===== config.mk =====
export PLATFORM = sky130hd
export DESIGN_NAME = knn_ctrl_flat
export DESIGN_NICKNAME = d
export VERILOG_FILES = /design/src/rtl/knn_pkg.sv /design/src/rtl/knn_if.sv /design/src/rtl/knn_sort_list.sv /design/src/rtl/knn_ctrl.sv /design/src/flat_wrapper.sv
export SDC_FILE = /design/constraint.sdc
export NUM_CORES = 2
export LEC_CHECK = 0
export BUFFER_PORTS_ARGS = -buffer_cell sky130_fd_sc_hd__buf_2
export CELL_PAD_IN_SITES_DETAIL_PLACEMENT = 1
export CELL_PAD_IN_SITES_GLOBAL_PLACEMENT = 1
export CORE_MARGIN = 1.5
export CORE_UTILIZATION = 45
export CTS_CLUSTER_SIZE = 30
export DETAILED_ROUTE_END_ITERATION = 7
export GPL_TIMING_DRIVEN = 0
export PLACE_DENSITY = 0.74
export SYNTH_ARGS = -nofsm -noshare
export SYNTH_HDL_FRONTEND = slang
export SYNTH_SLANG_ARGS = --single-unit

===== constraint.sdc =====
create_clock -name clk -period 9.4 [get_ports clk]
set_input_delay 1.88 -clock clk [delete_from_list [all_inputs] [get_ports clk]]
set_output_delay 1.88 -clock clk [all_outputs]
set_load 0.01 [all_outputs]

===== src/rtl/knn_pkg.sv =====
// Shared types and sizing helpers for the KNN classifier: FSM encoding and
// distance width derivation used by the controller, register bank and bench.
package knn_pkg;

    typedef enum logic [2:0] {
        ST_IDLE   = 3'd0,
        ST_READ   = 3'd1,
        ST_CALC   = 3'd2,
        ST_INSERT = 3'd3,
        ST_VOTE   = 3'd4,
        ST_DONE   = 3'd5
    } knn_state_t;

    localparam int NBR_CNT_W = 4;

    // Squared distance of two (DATA_W+1)-bit differences never exceeds this width.
    function automatic int dist_width(input int data_w);
        return 2 * data_w + 1;
    endfunction

endpackage


===== src/rtl/knn_if.sv =====
// Training-point memory bus: controller issues a read, memory returns the
// point and its label one cycle later.
interface knn_if #(
    parameter int DATA_W  = 16,
    parameter int N_W     = 10,
    parameter int LABEL_W = 2
) ();
    logic                      mem_en;
    logic [N_W-1:0]            mem_addr;
    logic signed [DATA_W-1:0]  mem_x;
    logic signed [DATA_W-1:0]  mem_y;
    logic [LABEL_W-1:0]        mem_label;

    modport master (
        output mem_en, mem_addr,
        input  mem_x, mem_y, mem_label
    );

    modport slave (
        input  mem_en, mem_addr,
        output mem_x, mem_y, mem_label
    );
endinterface


===== src/rtl/knn_sort_list.sv =====
// K-entry nearest-neighbour list kept sorted ascending by distance; a new
// entry is placed after all entries with distance <= its own (stable ties).
module knn_sort_list #(
    parameter int K       = 4,
    parameter int DIST_W  = 33,
    parameter int LABEL_W = 2
) (
    input  logic                 clk,
    input  logic                 rst,
    input  logic                 clr,
    input  logic                 ins,
    input  logic [DIST_W-1:0]    ins_dist,
    input  logic [LABEL_W-1:0]   ins_label,
    output logic [DIST_W-1:0]    head_dist,
    output logic [K*LABEL_W-1:0] label_flat,
    output logic [K-1:0]         valid
);
    logic [DIST_W-1:0]  dist_reg   [K];
    logic [LABEL_W-1:0] label_reg  [K];
    logic [K-1:0]       valid_reg;
    logic [K-1:0]       le;
    logic [K:0]         le_ext;
    logic [DIST_W-1:0]  prev_dist  [K];
    logic [LABEL_W-1:0] prev_label [K];
    logic [K-1:0]       prev_valid;

    assign le_ext[0] = 1'b1;
    assign valid     = valid_reg;
    assign head_dist = dist_reg[0];

    genvar gi;
    generate
        for (gi = 0; gi < K; gi++) begin : g_entry
            // Valid entries form a sorted prefix, so le is a thermometer code
            // and the insert slot is the first zero.
            assign le[gi]         = valid_reg[gi] && (dist_reg[gi] <= ins_dist);
            assign le_ext[gi + 1] = le[gi];
            assign label_flat[gi*LABEL_W +: LABEL_W] = label_reg[gi];

            if (gi == 0) begin : g_first
                assign prev_dist[gi]  = '0;
                assign prev_label[gi] = '0;
                assign prev_valid[gi] = 1'b0;
            end else begin : g_rest
                assign prev_dist[gi]  = dist_reg[gi-1];
                assign prev_label[gi] = label_reg[gi-1];
                assign prev_valid[gi] = valid_reg[gi-1];
            end

            always_ff @(posedge clk or posedge rst) begin
                if (rst) begin
                    valid_reg[gi] <= 1'b0;
                    dist_reg[gi]  <= '0;
                    label_reg[gi] <= '0;
                end else if (clr) begin
                    valid_reg[gi] <= 1'b0;
                end else if (ins && !le[gi]) begin
                    if (le_ext[gi]) begin
                        valid_reg[gi] <= 1'b1;
                        dist_reg[gi]  <= ins_dist;
                        label_reg[gi] <= ins_label;
                    end else begin
                        valid_reg[gi] <= prev_valid[gi];
                        dist_reg[gi]  <= prev_dist[gi];
                        label_reg[gi] <= prev_label[gi];
                    end
                end
            end
        end
    endgenerate
endmodule


===== src/rtl/knn_ctrl.sv =====
// KNN sequencing controller: scans training points, keeps the K nearest in a
// sorted list and reports the majority label of those neighbours.
module knn_ctrl
    import knn_pkg::*;
#(
    parameter int DATA_W  = 16,
    parameter int N_W     = 10,
    parameter int K       = 4,
    parameter int LABEL_W = 2,
    localparam int DIST_W = dist_width(DATA_W)
) (
    input  logic                     clk,
    input  logic                     rst,
    input  logic                     start,
    input  logic signed [DATA_W-1:0] test_x,
    input  logic signed [DATA_W-1:0] test_y,
    input  logic [N_W:0]             n_points,
    knn_if.master                    mem,
    output logic                     busy,
    output logic                     done,
    output logic [LABEL_W-1:0]       result_label,
    output logic [DIST_W-1:0]        min_dist,
    output logic [NBR_CNT_W-1:0]     nbr_count
);
    localparam int NCLS = 1 << LABEL_W;

    knn_state_t           state_reg, state_next;
    logic [DATA_W-1:0]    tx_reg, ty_reg;
    logic [N_W:0]         n_reg, idx_reg, idx_inc;
    logic [DIST_W-1:0]    dist_reg;
    logic [LABEL_W-1:0]   label_reg;
    logic                 list_clr, list_ins;
    logic [DIST_W-1:0]    list_head;
    logic [K*LABEL_W-1:0] list_label;
    logic [K-1:0]         list_valid;

    // Differences need one extra bit; sign-extending to DIST_W keeps the
    // square exact since it always fits in DIST_W-1 bits.
    logic [DATA_W:0]      dx, dy;
    logic [DIST_W-1:0]    dx_ext, dy_ext, dist_calc;

    assign dx        = {mem.mem_x[DATA_W-1], mem.mem_x} - {tx_reg[DATA_W-1], tx_reg};
    assign dy        = {mem.mem_y[DATA_W-1], mem.mem_y} - {ty_reg[DATA_W-1], ty_reg};
    assign dx_ext    = {{DATA_W{dx[DATA_W]}}, dx};
    assign dy_ext    = {{DATA_W{dy[DATA_W]}}, dy};
    assign dist_calc = dx_ext * dx_ext + dy_ext * dy_ext;
    assign idx_inc   = idx_reg + (N_W+1)'(1);

    knn_sort_list #(.K(K), .DIST_W(DIST_W), .LABEL_W(LABEL_W)) u_list (
        .clk        (clk),
        .rst        (rst),
        .clr        (list_clr),
        .ins        (list_ins),
        .ins_dist   (dist_reg),
        .ins_label  (label_reg),
        .head_dist  (list_head),
        .label_flat (list_label),
        .valid      (list_valid)
    );

    always_ff @(posedge clk or posedge rst) begin
        if (rst) state_reg <= ST_IDLE;
        else     state_reg <= state_next;
    end

    always_comb begin
        state_next = state_reg;
        list_clr   = 1'b0;
        list_ins   = 1'b0;
        case (state_reg)
            ST_IDLE: if (start) begin
                list_clr   = 1'b1;
                state_next = (n_points == '0) ? ST_VOTE : ST_READ;
            end
            ST_READ:   state_next = ST_CALC;
            ST_CALC:   state_next = ST_INSERT;
            ST_INSERT: begin
                list_ins   = 1'b1;
                state_next = (idx_inc == n_reg) ? ST_VOTE : ST_READ;
            end
            ST_VOTE:   state_next = ST_DONE;
            ST_DONE:   state_next = ST_IDLE;
            default:   state_next = ST_IDLE;
        endcase
    end

    assign mem.mem_en   = (state_reg == ST_READ);
    assign mem.mem_addr = (state_reg == ST_READ) ? idx_reg[N_W-1:0] : '0;
    assign busy         = (state_reg != ST_IDLE);
    assign done         = (state_reg == ST_DONE);

    logic [NBR_CNT_W-1:0] cls_cnt [NCLS];
    logic [NBR_CNT_W-1:0] best_cnt, nbr_next;
    logic [LABEL_W-1:0]   win_label;

    always_comb begin
        nbr_next = '0;
        for (int c = 0; c < NCLS; c++) cls_cnt[c] = '0;
        for (int j = 0; j < K; j++) begin
            if (list_valid[j]) begin
                nbr_next = nbr_next + NBR_CNT_W'(1);
                for (int c = 0; c < NCLS; c++)
                    if (list_label[j*LABEL_W +: LABEL_W] == LABEL_W'(c))
                        cls_cnt[c] = cls_cnt[c] + NBR_CNT_W'(1);
            end
        end
    end

    // Strict '>' scanning upward leaves ties with the lowest class index.
    always_comb begin
        best_cnt  = '0;
        win_label = '0;
        for (int c = 0; c < NCLS; c++) begin
            if (cls_cnt[c] > best_cnt) begin
                best_cnt  = cls_cnt[c];
                win_label = LABEL_W'(c);
            end
        end
    end

    always_ff @(posedge clk or posedge rst) begin
        if (rst) begin
            tx_reg       <= '0;
            ty_reg       <= '0;
            n_reg        <= '0;
            idx_reg      <= '0;
            dist_reg     <= '0;
            label_reg    <= '0;
            result_label <= '0;
            min_dist     <= '1;
            nbr_count    <= '0;
        end else begin
            case (state_reg)
                ST_IDLE: if (start) begin
                    tx_reg  <= test_x;
                    ty_reg  <= test_y;
                    n_reg   <= n_points;
                    idx_reg <= '0;
                end
                ST_CALC: begin
                    dist_reg  <= dist_calc;
                    label_reg <= mem.mem_label;
                end
                ST_INSERT: idx_reg <= idx_inc;
                ST_VOTE: begin
                    result_label <= win_label;
                    min_dist     <= list_valid[0] ? list_head : '1;
                    nbr_count    <= nbr_next;
                end
                default: ;
            endcase
        end
    end
endmodule


===== src/flat_wrapper.sv =====
// flat-port wrapper written by rule: the top's interface ports become plain ports
module knn_ctrl_flat import knn_pkg::*;
#(
    parameter int DATA_W  = 16,
    parameter int N_W     = 10,
    parameter int K       = 4,
    parameter int LABEL_W = 2,
    localparam int DIST_W = dist_width(DATA_W)
)
  (clk, rst, start, test_x, test_y, n_points, busy, done, result_label, min_dist, nbr_count, mem_mem_en, mem_mem_addr, mem_mem_x, mem_mem_y, mem_mem_label);
  knn_if #(.DATA_W(DATA_W), .N_W(N_W), .LABEL_W(LABEL_W)) mem_i ();
  input  logic clk;
  input  logic rst;
  input  logic start;
  input  logic signed [DATA_W-1:0] test_x;
  input  logic signed [DATA_W-1:0] test_y;
  input  logic [N_W:0] n_points;
  output logic busy;
  output logic done;
  output logic [LABEL_W-1:0] result_label;
  output logic [DIST_W-1:0] min_dist;
  output logic [NBR_CNT_W-1:0] nbr_count;
  output wire logic [$bits(mem_i.mem_en)-1:0] mem_mem_en;
  output wire logic [$bits(mem_i.mem_addr)-1:0] mem_mem_addr;
  input wire logic [$bits(mem_i.mem_x)-1:0] mem_mem_x;
  input wire logic [$bits(mem_i.mem_y)-1:0] mem_mem_y;
  input wire logic [$bits(mem_i.mem_label)-1:0] mem_mem_label;
  assign mem_mem_en = mem_i.mem_en;
  assign mem_mem_addr = mem_i.mem_addr;
  assign mem_i.mem_x = mem_mem_x;
  assign mem_i.mem_y = mem_mem_y;
  assign mem_i.mem_label = mem_mem_label;
  knn_ctrl #(.DATA_W(DATA_W), .N_W(N_W), .K(K), .LABEL_W(LABEL_W)) u_core (.clk(clk), .rst(rst), .start(start), .test_x(test_x), .test_y(test_y), .n_points(n_points), .mem(mem_i), .busy(busy), .done(done), .result_label(result_label), .min_dist(min_dist), .nbr_count(nbr_count));
endmodule

== Word level (Yosys, flattened, before mapping) ==
Cells that the tools add are included.
W data, S select, Z words.

* Register bits: 275
* Output and inout port bits: 52
* Word-level logic and storage cells: 159
* Input port bits: 80

* Eq/ne operators: 19
* $mul: 2
* Bitwise logic cells: 1
* $add $sub $neg: 19
* Reductions and logical operators: 30
* Multiplexer cells: 58
* Magnitude comparators: 8

{| class="wikitable"
|+ Operators with widths
! operator !! count
|-
| $le A33 B33 Y1 || 4
|-
| $mux W33 || 4
|-
| $mux W4 || 18
|-
| $mul A17 B17 Y33 || 2
|-
| $mux W16 || 4
|-
| $add A4 B1 Y4 const B || 14
|-
| $sub A16 B16 Y17 || 2
|-
| $add A33 B33 Y33 || 1
|-
| $pmux W11 S2 || 1
|-
| $mux W1 || 20
|-
| $eq A2 B2 Y1 const B || 8
|-
| $pmux W3 S5 || 1
|-
| $gt A4 B4 Y1 || 3
|-
| $reduce_and A2 Y1 || 6
|-
| $add A11 B1 Y11 const B || 1
|-
| $eq A11 B11 Y1 || 1
|-
| $logic_not A11 Y1 || 1
|-
| $mux W11 || 1
|-
| $mux W10 || 1
|-
| $mux W2 || 5
|-
| $reduce_bool A2 Y1 || 5
|-
| $mux W3 || 3
|-
| $eq A2 B1 Y1 const B || 4
|-
| $logic_and A1 B1 Y1 || 8
|-
| other kinds (11) || 19
|}

== Longest topological paths before layout ==
* Depth in word-level cells: 20
* Gate-level depth with buffers: 37
* Depth with buffers taken out: 36

== Hierarchy ==
A second synthesis with hierarchy kept.

* Cells, all modules: 4,063
* Area total of the unflattened synthesis: 37,543.5 um^2

{| class="wikitable"
|+ Modules (own cells, without submodules)
! module !! sequential area each (um^2) !! area an instance (um^2) !! instances !! cells an instance
|-
| knn_ctrl || 3,319.4 || 26,725.6 || 1 || 2,836
|-
| knn_sort_list || 3,603.5 || 10,817.9 || 1 || 1,227
|}

== Worst setup path before layout ==
OpenSTA, ideal clock, no wires.

* Kind: input-to-reg
* Start: in mem_mem_x[0]
* End: reg u_core.dist_reg[29]
* Required time: 9.280 ns
* Arrival time: 10.487 ns
* Path slack: -1.207 ns
* Path buffers: 2
* Library setup time: 0.120 ns
* Cell stages on the path: 37
* Path through: inv_1 > ha_1 > inv_1 > fa_1 > a21o_1 > a21boi_2 > o21a_1 > o21ai_1 > a311o_1 > and3_1 > o41a_1 > buf_4 > clkinv_2 > buf_6 > nand2_1 > fa_1 > fa_1 > inv_1 > fa_1 > fa_1 > inv_1 > fa_1 > inv_1 > fa_1 > fa_1 > inv_1 > fa_1 > inv_1 > ha_1 > a21oi_1 > o21ai_0 > a21o_1 > a22o_1 > a31oi_1 > a211oi_1 > or4_1 > a31o_2

* Longest elaborated chain between the ends: 3

{| class="wikitable"
|+ RTL lines
! what !! RTL line !! RTL
|-
| start, declared || flat_wrapper.sv:25 || <nowiki>input wire logic [$bits(mem_i.mem_x)-1:0] mem_mem_x;</nowiki>
|-
| $sub A16 B16 Y17 || knn_ctrl.sv:42 || <nowiki>assign dx = {mem.mem_x[DATA_W-1], mem.mem_x} - {tx_reg[DATA_W-1], tx_reg};</nowiki>
|-
| $mul A17 B17 Y33 || knn_ctrl.sv:46 || <nowiki>assign dist_calc = dx_ext * dx_ext + dy_ext * dy_ext;</nowiki>
|-
| $add A33 B33 Y33 || knn_ctrl.sv:46 ||
|-
| end signal, assigned || knn_ctrl.sv:141 || <nowiki>dist_reg <= dist_calc;</nowiki>
|-
| end, declared || knn_ctrl.sv:30 || <nowiki>logic [DIST_W-1:0] dist_reg;</nowiki>
|}

No other way between the ends.
A chain may end at the register's enable or synchronous reset.

== Final worst setup path ==
* Start: in mem_mem_y[8]
* End: reg u_core.dist_reg[29]

* Longest elaborated chain between the ends: 3

{| class="wikitable"
|+ RTL lines
! what !! RTL line !! RTL
|-
| start, declared || flat_wrapper.sv:26 || <nowiki>input wire logic [$bits(mem_i.mem_y)-1:0] mem_mem_y;</nowiki>
|-
| $sub A16 B16 Y17 || knn_ctrl.sv:43 || <nowiki>assign dy = {mem.mem_y[DATA_W-1], mem.mem_y} - {ty_reg[DATA_W-1], ty_reg};</nowiki>
|-
| $mul A17 B17 Y33 || knn_ctrl.sv:46 ||
|-
| $add A33 B33 Y33 || knn_ctrl.sv:46 ||
|}

No other way between the ends.

==> impl_metrics.tcl <==
set metrics [dict create \
    synth_cell_type_count 85 \
    final_common_cell "inv_1" \
    drt-total-wl_um 115000 \
    placed_area_sq_mm 0.0399 \
    cts_tree "done" \
    synth_area_sq_mm 0.0373 \
    wl_per_cell_um 22.0 \
    rsz0062_at_grt "true" \
    synth_xor_area_frac 0.0275 \
    worstPathBufferInverterCount 5 \
    synth_compound_area_frac 0.115 \
    drt_pass1_iterations 5 \
    insertion_delay_ns 0.59 \
    areaGrowthSynthToFinish_pct 14.5 \
    final_net_count 5123 \
    layout_common_cells "inv_1 (763), fa_1 (568), ha_1 (307)" \
    grt_pass1_wl_um 184000 \
    synth_top_family_by_area "adder cells" \
    worst_path_dominant_cell_family "adder cells" \
    antenna_found_initial 3 \
    min_path_cells 2 \
    htreeDepth 2 \
    largest_reg_flops 99 \
    period_share 1.08 \
    path_max_fanout 6 \
    async_reset_ff_frac 1.00 \
    synth_mux_area_frac 0.0399 \
    drt-initial-drc-count 1331 \
    synth_edf_count 0 \
    outcome "finished with violations" \
    hold_end "u_core.min_dist[10]$_DFFE_PP1P_" \
    r2r_start "u_core.tx_reg[1]$_DFFE_PP0P_" \
    synth_flop_cell "dfrtp_1" \
    criticalPathCategory "in2reg" \
    max_stage_delay_ns 0.62 \
    synthCells 3865 \
    start_util 0.455 \
    hold_violations 0 \
    drive_gt1_frac 0.173 \
    start_kind "input pin" \
    top_level_ports 132 \
    maxCapViolations 0 \
    root_buffer "clkbuf_16" \
    finalSetupViolCount 17 \
    place_congestion 0.934 \
    portBuffers 131 \
    r2r-end "u_core.dist_reg[29]$_DFFE_PP0N_" \
    fin_area_sq_mm 0.0428 \
    clk_pin_slew_ns 0.06 \
    cts_sinks 275 \
    dpl.hpwl_um 96400 \
    drv_slew 0 \
    worst-r2r-cell-count 34 \
    grt_max_degree 44 \
    viasPerCell 5.42 \
    grt_usage 0.278 \
    period_minus_slack_ns 10.15 \
    yosys.area_share.simple 0.106 \
    violations "setup timing" \
    grt.overflow.total 0 \
    yosysSeqAreaShare 0.185 \
    ys_warn_count 0 \
    core_sq_mm 0.0821 \
    hold_path.startpoint "u_core.min_dist[10]$_DFFE_PP1P_" \
    postCtsHoldBufs 0 \
    cp.arrival_ns 10.60 \
    cts_buffer_depth 3 \
    die_y_um 291 \
    synth_fa_ha_area_frac 0.426 \
    hold_class "reg2reg" \
    syn_area_per_cell_sq_um 9.66 \
    cts_buffers 36 \
    ys_ff_latch 275 \
    fin_util 0.521 \
    postRouteAntennaNets 0 \
    cpMostUsedCell "fa_1" \
    max-slew-margin-rel 0.0748 \
    r2r_slack_ns 0.23 \
    drc 0 \
    end_kind "register" \
    vias 28400 \
    worst_pin_slew_ns 1.39 \
    fin_worst_skew_ns 0.0535 \
    worst_path_max_delay_cell "fa_1" \
    die_x_um 291 \
    num_rows 105 \
    grt_pass1_vias 32000 \
    die-area_sq_mm 0.0847 \
    fmax_mhz 98.5 \
    crit_required_ns 9.85 \
    syn_nets 4861 \
    layout_setup_ws_ns -0.755 \
]
-- per-stage QoR --
stage	cells	setup TNS, ns	setup WS, ns	hold slack, ns
CTS	5199	-6.07	-0.724	0.500
global placement	5066	-40.39	-2.26	0.481
finish	5226	-6.75	-0.755	0.497
floorplan	3865	-5.73	-0.801	0.471
global route	5226	-11.95	-1.06	0.522
detailed placement	5075	-43.29	-2.37	0.489
-- per-layer routing --
metal	global-route usage	routed length (um)
met1	0.358	49300
met2	0.488	57200
met3	0.0260	3710
met4	0.101	4760
met5	0	0
-- worst max-delay path by stage --
stage                  from                              end  slack [ns]  depth (start not counted)
3_5_place_dp   mem_mem_x[0]  u_core.dist_reg[32]$_DFFE_PP0N_       -2.37                         31
6_report       mem_mem_y[8]  u_core.dist_reg[29]$_DFFE_PP0N_       -0.75                         30
5_1_grt        mem_mem_x[0]  u_core.dist_reg[29]$_DFFE_PP0N_       -1.06                         38
2_1_floorplan  mem_mem_x[0]  u_core.dist_reg[29]$_DFFE_PP0N_       -0.80                         37
3_3_place_gp   mem_mem_x[0]  u_core.dist_reg[30]$_DFFE_PP0N_       -2.26                         31
4_1_cts        mem_mem_x[0]  u_core.dist_reg[29]$_DFFE_PP0N_       -0.72                         38
-- cell families after synthesis --
family | after synthesis
buffers and inverters | 955
and+or+nand+nor | 884
DFF | 275
AOI/OAI and AO/OA | 584
muxes | 137
adders and majority gates | 916
xor gates and xnor gates | 114
-- repair_timing --
action / 4_1_cts / 5_1_grt
cloned: 1 / 1
resized for setup: 172 / 82
setup buffers: 57 / 25
pin swaps: 57 / 70
setup endpoints to repair: 25 / 19
-- tightest hold or removal path, cell delays in order, from the launching register on --
cell and delay, ns:
dfstp_2 0.36, nor2_1 0.09, a31oi_1 0.04
-- cell usage after synthesis (all sizes together) (9+ instances only) --
library cell / n / share of area
a211oi: 14 / 0.0033
a21o: 56 / 0.011
a21oi: 72 / 0.0097
a31oi: 111 / 0.031
and2: 32 / 0.0054
and3: 14 / 0.0023
buf: 33 / 0.0072
clkbuf: 116 / 0.012
dfrtp: 242 / 0.16
dfstp: 33 / 0.023
fa: 593 / 0.32
ha: 323 / 0.11
inv: 798 / 0.080
mux2: 94 / 0.028
mux2i: 43 / 0.012
nand2: 296 / 0.030
nand2b: 17 / 0.0028
nand3: 59 / 0.0079
nand4: 31 / 0.0054
nor2: 300 / 0.030
nor2b: 24 / 0.0040
nor3: 57 / 0.0076
nor3b: 10 / 0.0020
o211ai: 114 / 0.023
o21a: 18 / 0.0036
o21ai: 134 / 0.018
or2: 9 / 0.0015
xnor2: 73 / 0.017
xor2: 40 / 0.0096
-- layout make-up --
class / count / area (sq um)
diodes: 1 / 2.50
plain buffers: 149 / 886
clock buffers: 53 / 1040
clock inverters: 13 / 183
fillers: 9274 / 39300
inverters: 806 / 3080
multi-input cells: 2635 / 27800
flip-flops and latches: 275 / 6920
well taps: 1070 / 1340
repair buffers: 224 / 1560
Power is left out: the tool's default activity adds up to more than one toggle a clock period on the data nets, which glitch-free logic cannot reach.
